<file path="config.mk">
export PLATFORM = sky130hd
export DESIGN_NAME = imm_gen_stage_flat
export DESIGN_NICKNAME = d
export VERILOG_FILES = /design/src/rtl/imm_gen_if.sv /design/src/rtl/imm_gen_stage.sv /design/src/flat_wrapper.sv
export SDC_FILE = /design/constraint.sdc
export NUM_CORES = 1
export LEC_CHECK = 0
export ABC_AREA = 1
export BUFFER_PORTS_ARGS = -buffer_cell sky130_fd_sc_hd__clkbuf_2
export CELL_PAD_IN_SITES_DETAIL_PLACEMENT = 0
export CELL_PAD_IN_SITES_GLOBAL_PLACEMENT = 2
export CORE_MARGIN = 2
export CORE_UTILIZATION = 23
export CTS_BUF_LIST = sky130_fd_sc_hd__clkbuf_8 sky130_fd_sc_hd__clkbuf_16
export CTS_CLUSTER_SIZE = 12
export DETAILED_ROUTE_END_ITERATION = 8
export PLACE_DENSITY_LB_ADDON = 0.1
export SLEW_MARGIN = 20
export SYNTH_ARGS = -nofsm -noshare
export SYNTH_HDL_FRONTEND = slang
export SYNTH_SLANG_ARGS = --single-unit
export TNS_END_PERCENT = 20
</file>
<file path="constraint.sdc">
create_clock -name clk -period 0.8 [get_ports clk]
set_clock_uncertainty 0.15 [all_clocks]
set_input_delay 0.16 -clock clk [delete_from_list [all_inputs] [get_ports clk]]
set_output_delay 0.16 -clock clk [all_outputs]
set_load 0.05 [all_outputs]
</file>
<file path="src/rtl/imm_gen_if.sv">
// Handshake and payload bundle between the decode front end and the
// immediate-generation stage.
interface imm_gen_if #(
    parameter int XLEN = 32
);
    logic [31:0]     instr;
    logic            in_valid;
    logic            stall;
    logic            flush;
    logic [XLEN-1:0] imm;
    logic [2:0]      imm_fmt;
    logic            out_valid;
    logic            illegal;

    modport master (
        output instr, in_valid, stall, flush,
        input  imm, imm_fmt, out_valid, illegal
    );

    modport slave (
        input  instr, in_valid, stall, flush,
        output imm, imm_fmt, out_valid, illegal
    );
endinterface

</file>
<file path="src/rtl/imm_gen_stage.sv">
// Immediate-generation pipeline stage: decodes the RV32 opcode of a valid
// instruction, assembles and sign-extends its immediate, and registers the
// result with stall/flush control. All outputs come straight from flops.
module imm_gen_stage #(
    parameter int XLEN         = 32,
    parameter bit ILLEGAL_ZERO = 1'b1
) (
    input logic     clk,
    input logic     rst_n,
    imm_gen_if.slave bus
);

    if (XLEN != 32 && XLEN != 64) begin : g_bad_xlen
        $error("imm_gen_stage: XLEN must be 32 or 64, got %0d", XLEN);
    end

    typedef enum logic [2:0] {
        FMT_NONE = 3'd0,
        FMT_I    = 3'd1,
        FMT_S    = 3'd2,
        FMT_B    = 3'd3,
        FMT_U    = 3'd4,
        FMT_J    = 3'd5
    } fmt_e;

    localparam logic [6:0] OP_LOAD     = 7'b0000011;
    localparam logic [6:0] OP_OP_IMM   = 7'b0010011;
    localparam logic [6:0] OP_JALR     = 7'b1100111;
    localparam logic [6:0] OP_MISC_MEM = 7'b0001111;
    localparam logic [6:0] OP_SYSTEM   = 7'b1110011;
    localparam logic [6:0] OP_STORE    = 7'b0100011;
    localparam logic [6:0] OP_BRANCH   = 7'b1100011;
    localparam logic [6:0] OP_LUI      = 7'b0110111;
    localparam logic [6:0] OP_AUIPC    = 7'b0010111;
    localparam logic [6:0] OP_JAL      = 7'b1101111;
    localparam logic [6:0] OP_OP       = 7'b0110011;

    logic [31:0]        instr;
    fmt_e               dec_fmt;
    logic               dec_illegal;
    logic signed [31:0] imm32;
    logic [XLEN-1:0]    dec_imm;

    logic [XLEN-1:0]    imm_q;
    fmt_e               fmt_q;
    logic               valid_q;
    logic               illegal_q;

    assign instr = bus.instr;

    // Classify the opcode into an immediate format and flag unknown opcodes.
    always_comb begin
        // NOTE: every signal written here gets a default first, so no path
        // through the case leaves it unassigned and no latch is inferred.
        dec_fmt     = FMT_NONE;
        dec_illegal = 1'b0;
        case (instr[6:0])
            OP_LOAD, OP_OP_IMM, OP_JALR,
            OP_MISC_MEM, OP_SYSTEM:      dec_fmt = FMT_I;
            OP_STORE:                    dec_fmt = FMT_S;
            OP_BRANCH:                   dec_fmt = FMT_B;
            OP_LUI, OP_AUIPC:            dec_fmt = FMT_U;
            OP_JAL:                      dec_fmt = FMT_J;
            OP_OP:                       dec_fmt = FMT_NONE;
            default:                     dec_illegal = 1'b1;
        endcase
    end

    // Assemble the immediate as a 32-bit value (bit 31 is always instr[31]),
    // then sign-extend it to the datapath width.
    always_comb begin
        imm32 = '0;
        case (dec_fmt)
            FMT_I: imm32 = {{20{instr[31]}}, instr[31:20]};
            FMT_S: imm32 = {{20{instr[31]}}, instr[31:25], instr[11:7]};
            FMT_B: imm32 = {{20{instr[31]}}, instr[7], instr[30:25],
                            instr[11:8], 1'b0};
            FMT_U: imm32 = {instr[31:12], 12'b0};
            FMT_J: imm32 = {{12{instr[31]}}, instr[19:12], instr[20],
                            instr[30:21], 1'b0};
            default: imm32 = '0;
        endcase
        dec_imm = XLEN'(imm32);
    end

    // Output register: flush beats stall, stall beats load, otherwise idle.
    // Illegal is cleared whenever valid drops so it never reads 1 when idle.
    always_ff @(posedge clk or negedge rst_n) begin
        // NOTE: only the pipeline register has a reset here; it is the entire
        // visible state of the stage, so clearing it fully discards the contents.
        if (!rst_n) begin
            imm_q     <= '0;
            fmt_q     <= FMT_NONE;
            valid_q   <= 1'b0;
            illegal_q <= 1'b0;
        end else if (bus.flush) begin
            // NOTE: state updates use non-blocking assignment so every flop
            // samples the pre-edge values regardless of statement order.
            valid_q   <= 1'b0;
            illegal_q <= 1'b0;
        end else if (!bus.stall) begin
            if (bus.in_valid) begin
                valid_q   <= 1'b1;
                illegal_q <= dec_illegal;
                fmt_q     <= dec_fmt;
                if (!dec_illegal || ILLEGAL_ZERO) begin
                    imm_q <= dec_imm;
                end
            end else begin
                valid_q   <= 1'b0;
                illegal_q <= 1'b0;
            end
        end
    end

    assign bus.imm       = imm_q;
    assign bus.imm_fmt   = fmt_q;
    assign bus.out_valid = valid_q;
    assign bus.illegal   = illegal_q;

endmodule

</file>
<file path="src/flat_wrapper.sv">
// flat-port wrapper written by rule: the top's interface ports become plain ports
module imm_gen_stage_flat 
#(
    parameter int XLEN         = 32,
    parameter bit ILLEGAL_ZERO = 1'b1
)
  (clk, rst_n, bus_instr, bus_in_valid, bus_stall, bus_flush, bus_imm, bus_imm_fmt, bus_out_valid, bus_illegal);
  imm_gen_if #(.XLEN(XLEN)) bus_i ();
  input logic clk;
  input logic rst_n;
  input wire logic [$bits(bus_i.instr)-1:0] bus_instr;
  input wire logic [$bits(bus_i.in_valid)-1:0] bus_in_valid;
  input wire logic [$bits(bus_i.stall)-1:0] bus_stall;
  input wire logic [$bits(bus_i.flush)-1:0] bus_flush;
  output wire logic [$bits(bus_i.imm)-1:0] bus_imm;
  output wire logic [$bits(bus_i.imm_fmt)-1:0] bus_imm_fmt;
  output wire logic [$bits(bus_i.out_valid)-1:0] bus_out_valid;
  output wire logic [$bits(bus_i.illegal)-1:0] bus_illegal;
  assign bus_i.instr = bus_instr;
  assign bus_i.in_valid = bus_in_valid;
  assign bus_i.stall = bus_stall;
  assign bus_i.flush = bus_flush;
  assign bus_imm = bus_i.imm;
  assign bus_imm_fmt = bus_i.imm_fmt;
  assign bus_out_valid = bus_i.out_valid;
  assign bus_illegal = bus_i.illegal;
  imm_gen_stage #(.XLEN(XLEN), .ILLEGAL_ZERO(ILLEGAL_ZERO)) u_core (.clk(clk), .rst_n(rst_n), .bus(bus_i));
endmodule
</file>
==> run summary, run 1 <==
Seq/Total Area, Yosys: 47.9%
CP required: 0.84 ns
cells after synthesis: 268
number of I/O port buffers: 73
# diodes: 0
Lkg Pwr: 2.04 nW
#FFs+latches synth: 37
Total Routing Usage GR: 14.9%
routed via count: 2071
Final min period: 1.53 ns
largest net degree at the start of global routing: 29
CP Launch Type: input port
CP startpoint: bus_instr[3]
Num CTS Buffers: 5
max-cap violations: 0
Synthesized Nets: 306
fin nets: 420
Filler cells: 802
Worst Path Max Fanout: 10
clk slew on worst S/H paths: 0.09 ns
most frequent cells in the layout: nand2_1, dfrtp_1, buf_12, buf_4, clkbuf_2
IO Count: 74
die extent in x: 95.7 um
failing checks: negative hold slack, negative setup slack
Crit Path Category: in2reg
mapped cell area: 0.00193 mm^2
gr ovfl total: 0
Slew headroom: 82.0%
RSZ-0062 raised after global routing: true
Site Rows: 33
synth-to-layout area growth: 94.7%
syn_area_per_cell: 7.21 um^2
commonest non-fill, non-tap cell in the layout: nand2_1
hold_ws: -0.431 ns
depth of the CTS H-tree: 2
core area: 0.00818 mm^2
transition time at the pin with the least slew margin: 0.269 ns
worst hold-check path type: in2async
status: finished with violations
DRC: 0
Setup violations, final: 74
gpl congestion: 0.751
drt total wl: 6.34 mm
Initial Util: 23.6%
Max Clk Rate: 656 MHz
most frequent CP cell: nand2_1
period utilization: 191%
Worst Setup Slack, final: -0.725 ns
Yosys Warn Count: 0
number of DRC markers in iteration 0: 71
Fin. Hold Viols: 44
number of global-route vias before repair: 2058
hpwl dp: 4.64 mm
synth unique cells: 22
CTS Root Cell: clkbuf_8
CTS max path bufs: 2
Synth area leaders: dfrtp_1, nand2_1, nand3_1
initial antenna violation count: 0
Peak VDD IR: 0.576 mV
reg2reg start: u_core.bus.illegal
Worst Path Arrival: 1.57 ns
DRT Pass-1 Iters: 4
Sum Neg Setup Slack: -36.95 ns
routed len/inst: 13.0 um
CP max stage delay: 0.15 ns
TritonCTS clock tree: yes
PD cells: 1220 mW/mm^2
CP Capture Type: register
pre-CTS setup slack: -1.23 ns
post-synth top area share: 47.9%
share of cells above drive strength 1: 46.7%
global-route wire length before repair: 10.4 mm
Final ANT Viol Nets: 0
cell taking the most area after synthesis: dfrtp_1
Slew Limit Fails: 0
Critical Path, Cell by Cell: clkbuf_16 -> inv_12 -> nand2_4 -> nor2_4 -> nand3_2 -> nand2_2 -> inv_2 -> ha_4 -> nor3_2 -> o21ai_1 -> inv_1 -> nor2_4 -> buf_12 -> nand3_1 -> nand2_1 -> nand2_1 -> nand2_1
Worst-Skew Late Latency: 0.30 ns
cell at the slowest stage of the critical path: ha_4
CTS sink count: 37
chip height: 95.7 um
via/cell ratio: 4.24
die footprint: 0.00915 mm^2
-- stage by stage --
step	cell area [um^2]	instances	utilization, %	total power, mW
2_1_floorplan	1980	268	-	2.11
3_3_place_gp	3140	467	38.4	2.47
3_5_place_dp	3140	467	38.4	2.47
4_1_cts	3630	487	44.4	4.63
5_1_grt	3760	488	46.0	4.79
6_report	3760	488	46.0	4.58
-- kinds of logic after synthesis --
family	after synthesis	synth area share, %
AO/OA/AOI/OAI	9	2.53
adder cells (fa/ha/maj)	1	0.648
buffers and inverters	27	6.28
flip-flops	37	47.9
AND/OR/NAND/NOR	194	42.6
-- synth_stat cells, drive strengths merged --
library cell  instances
nand2               152
ha                    1
nor2                  8
inv                  16
dfrtp                37
buf                   7
o21ai                 9
nand4                 4
nor3                  1
nand3                28
nor3b                 1
clkbuf                4
-- critical path, delay by kind of cell --
kind	cells	cell delay, ns
AND/OR/NAND/NOR	10	0.68
AO/OA/AOI/OAI	1	0.09
adder cells (fa/ha/maj)	1	0.15
buffers and inverters	5	0.48
-- path summary, 6_finish.rpt --
kind                       depth (start not counted)  slack [ns]                     to
min in group clk                                   3       -0.03      u_core.bus.imm[6]
max in group asynchronous                          2        0.55     u_core.bus.imm[28]
max                                               17       -0.73     u_core.bus.imm[26]
min                                                1       -0.43  u_core.bus.imm_fmt[1]
max reg2reg                                        2       -0.04     u_core.bus.illegal
min reg2reg                                        2        0.37     u_core.bus.imm[14]
-- repair_timing --
item                                    in CTS  in global routing
endpoints found under the setup margin      74                 74
hold endpoints to repair                    49                 41
gates resized for setup                     64                 41
setup buffers                               11                  1
pin swaps                                   18                 10
cloned                                       1                  0
-- layer usage --
layer	global-route usage [%]	vias to the layer above	wire length (um)
li1	-	1061	-
met1	19.7	947	2950
met2	24.3	57	2960
met3	4.03	6	370
met4	3.45	0	65
met5	0	-	0
-- where the power goes --
part           switching (mW)  internal, mW
combinational           0.344         0.309
sequential             0.0158          1.88
clock                   0.771          1.26
-- sequential cells by signal, summed over array words and instances (netlist names) --
| register | cells |
|---|---|
| u_core.bus.imm | 32 |
| u_core.bus.illegal | 1 |
| u_core.bus.out_valid | 1 |
| u_core.bus.imm_fmt | 3 |
-- layout make-up --
| class | count | area [um^2] | share of cell area, % |
|---|---|---|---|
| sequential | 37 | 926 | 24.6 |
| tap | 105 | 131 | 3.49 |
| clock buffer | 5 | 68.8 | 1.83 |
| multi-input combinational | 205 | 1130 | 30.0 |
| timing repair buffer | 117 | 1360 | 36.1 |
| inverter | 16 | 80.1 | 2.13 |
| clock inverter | 3 | 68.8 | 1.83 |
No activity file was read; power rests on OpenSTA's default activity.
==> inputs of run 2 (changes only) <==
--- a/config.mk
+++ b/config.mk
@@ -15,6 +15,7 @@
 export CTS_CLUSTER_SIZE = 12
 export DETAILED_ROUTE_END_ITERATION = 8
 export PLACE_DENSITY_LB_ADDON = 0.1
+export RECOVER_POWER = 50
 export SLEW_MARGIN = 20
 export SYNTH_ARGS = -nofsm -noshare
 export SYNTH_HDL_FRONTEND = slang
==> run summary, run 2 (synthesized netlist as in run 1, its figures left out) <==
Final ANT Viol Nets: 0 (unchanged)
Post-DP Area: 0.00314 mm^2 (unchanged)
worst hold-check path type: in2async
Site Rows: 33 (unchanged)
Num CTS Buffers: 5 (unchanged)
Crit Path Category: in2reg
routed len/inst: 13.0 um (+0.17%)
Initial Util: 23.6% (unchanged)
CTS max path bufs: 2 (unchanged)
# diodes: 0 (unchanged)
Worst-Skew Late Latency: 0.30 ns (about the same)
period utilization: 191% (unchanged)
fin nets: 420 (unchanged)
die extent in x: 95.7 um (unchanged)
Worst Setup Slack, final: -0.725 ns (unchanged)
hold_ws: -0.401 ns (+0.0295 ns)
Lkg Pwr: 2.02 nW (-0.68%)
routed via count: 2071 (unchanged)
Slew Limit Fails: 0 (unchanged)
drt total wl: 6.35 mm (+0.17%)
RSZ-0062 raised after global routing: true
failing checks: negative hold slack, negative setup slack
synth-to-layout area growth: 93.1%
hpwl dp: 4.64 mm (unchanged)
Worst Path Max Fanout: 10 (unchanged)
max-cap violations: 0 (unchanged)
IO Count: 74 (unchanged)
depth of the CTS H-tree: 2 (unchanged)
status: finished with violations
fin cells: 488 (unchanged)
Fin. Hold Viols: 12 (-73%)
CTS sink count: 37 (unchanged)
largest net degree at the start of global routing: 29 (unchanged)
DRT Pass-1 Iters: 4 (unchanged)
Worst Path Arrival: 1.57 ns (about the same)
Tot Pwr: 4.56 mW (-0.42%)
transition time at the pin with the least slew margin: 0.415 ns (+0.145 ns)
initial antenna violation count: 0 (unchanged)
commonest non-fill, non-tap cell in the layout: nand2_1
number of flip-flops in the largest register: 32 (unchanged)
Peak VDD IR: 0.576 mV (about the same)
chip height: 95.7 um (unchanged)
Setup violations, final: 74 (unchanged)
DP Cell Count: 467 (unchanged)
pre-CTS setup slack: -1.23 ns (unchanged)
PD cells: 1220 mW/mm^2 (+0.41%)
final standard cell area without fillers: 0.00373 mm^2 (-0.83%)
CP Launch Type: input port
CP Capture Type: register
number of global-route vias before repair: 2058 (unchanged)
die footprint: 0.00915 mm^2 (unchanged)
most frequent cells in the layout: nand2_1, dfrtp_1, buf_4
CTS Root Cell: clkbuf_8
Slew headroom: 72.4% (-9.7 points)
Final min period: 1.53 ns (unchanged)
gpl congestion: 0.751 (unchanged)
gr ovfl total: 0 (unchanged)
global-route wire length before repair: 10.4 mm (unchanged)
core area: 0.00818 mm^2 (unchanged)
TritonCTS clock tree: yes
number of I/O port buffers: 73 (unchanged)
clk slew on worst S/H paths: 0.09 ns (about the same)
Total Routing Usage GR: 14.9% (unchanged)
CP required: 0.84 ns (about the same)
number of DRC markers in iteration 0: 71 (unchanged)
Max Clk Rate: 656 MHz (unchanged)
share of cells above drive strength 1: 46.5% (-0.26 points)
via/cell ratio: 4.24 (unchanged)
DRC: 0 (unchanged)
-- run 2: area by class of cell --
class / count / area, um^2
Clock buffer: 5 / 68.8
Clock inverter: 3 / 68.8
Fill cell: 804 / 4450
Inverter: 16 / 80.1
Multi-Input combinational cell: 205 / 1130
Sequential cell: 37 / 926
Tap cell: 105 / 131
Timing Repair Buffer: 117 / 1330
-- run 2: path summary, 6_finish.rpt --
check,from,to,slack [ns],cells after the start
setup / recovery,bus_instr[3],u_core.bus.imm[26],-0.73,17
hold / removal,rst_n,u_core.bus.imm_fmt[1],-0.40,1
setup reg to reg,u_core.bus.illegal,u_core.bus.illegal,-0.04,2
hold reg to reg,u_core.bus.imm[14],u_core.bus.imm[14],0.37,2
max in group asynchronous,rst_n,u_core.bus.imm[28],0.15,2
min in group clk,bus_instr[26],u_core.bus.imm[6],-0.03,3
-- run 2: through the flow --
step                      hold slack [ns]  util [%]  TNS, ns
after floorplan                    -0.286         -   -33.34
after global placement             -0.107      38.4   -42.30
after detailed placement           -0.106      38.4   -43.27
after CTS                          -0.434      44.4   -37.59
after global routing               -0.377      45.6   -42.45
final                              -0.401      45.6   -36.95
-- run 2: where the power goes --
part           switching [mW]  internal (mW)  leakage, nW
clock network           0.771           1.26       0.0687
registers              0.0158           1.88        0.515
logic                   0.341          0.292         1.44
-- run 2: routing by layer --
| metal | global-route usage [%] | vias to the layer above | share of wire, % |
|---|---|---|---|
| met5 | 0 | - | 0 |
| met4 | 3.45 | 0 | 1.0 |
| met3 | 4.03 | 6 | 5.8 |
| met2 | 24.3 | 57 | 47 |
| met1 | 19.7 | 947 | 47 |
| li1 | - | 1061 | - |
-- run 2: worst max-delay path, cell delays in order --
cell	delay, ns
clkbuf_16	0.14
inv_12	0.05
nand2_4	0.04
nor2_4	0.08
nand3_2	0.07
nand2_2	0.08
inv_2	0.05
ha_4	0.15
nor3_2	0.09
o21ai_1	0.09
inv_1	0.10
nor2_4	0.07
buf_12	0.14
nand3_1	0.07
nand2_1	0.07
nand2_1	0.06
nand2_1	0.05
-- run 2: repair_timing --
action                                 4_1_cts  5_1_grt
endpoints found under the hold margin       49       41
pin swaps                                   18       10
setup buffers                               11        1
gates resized for setup                     64       41
cloned                                       1        0
setup endpoints to repair                   74       74
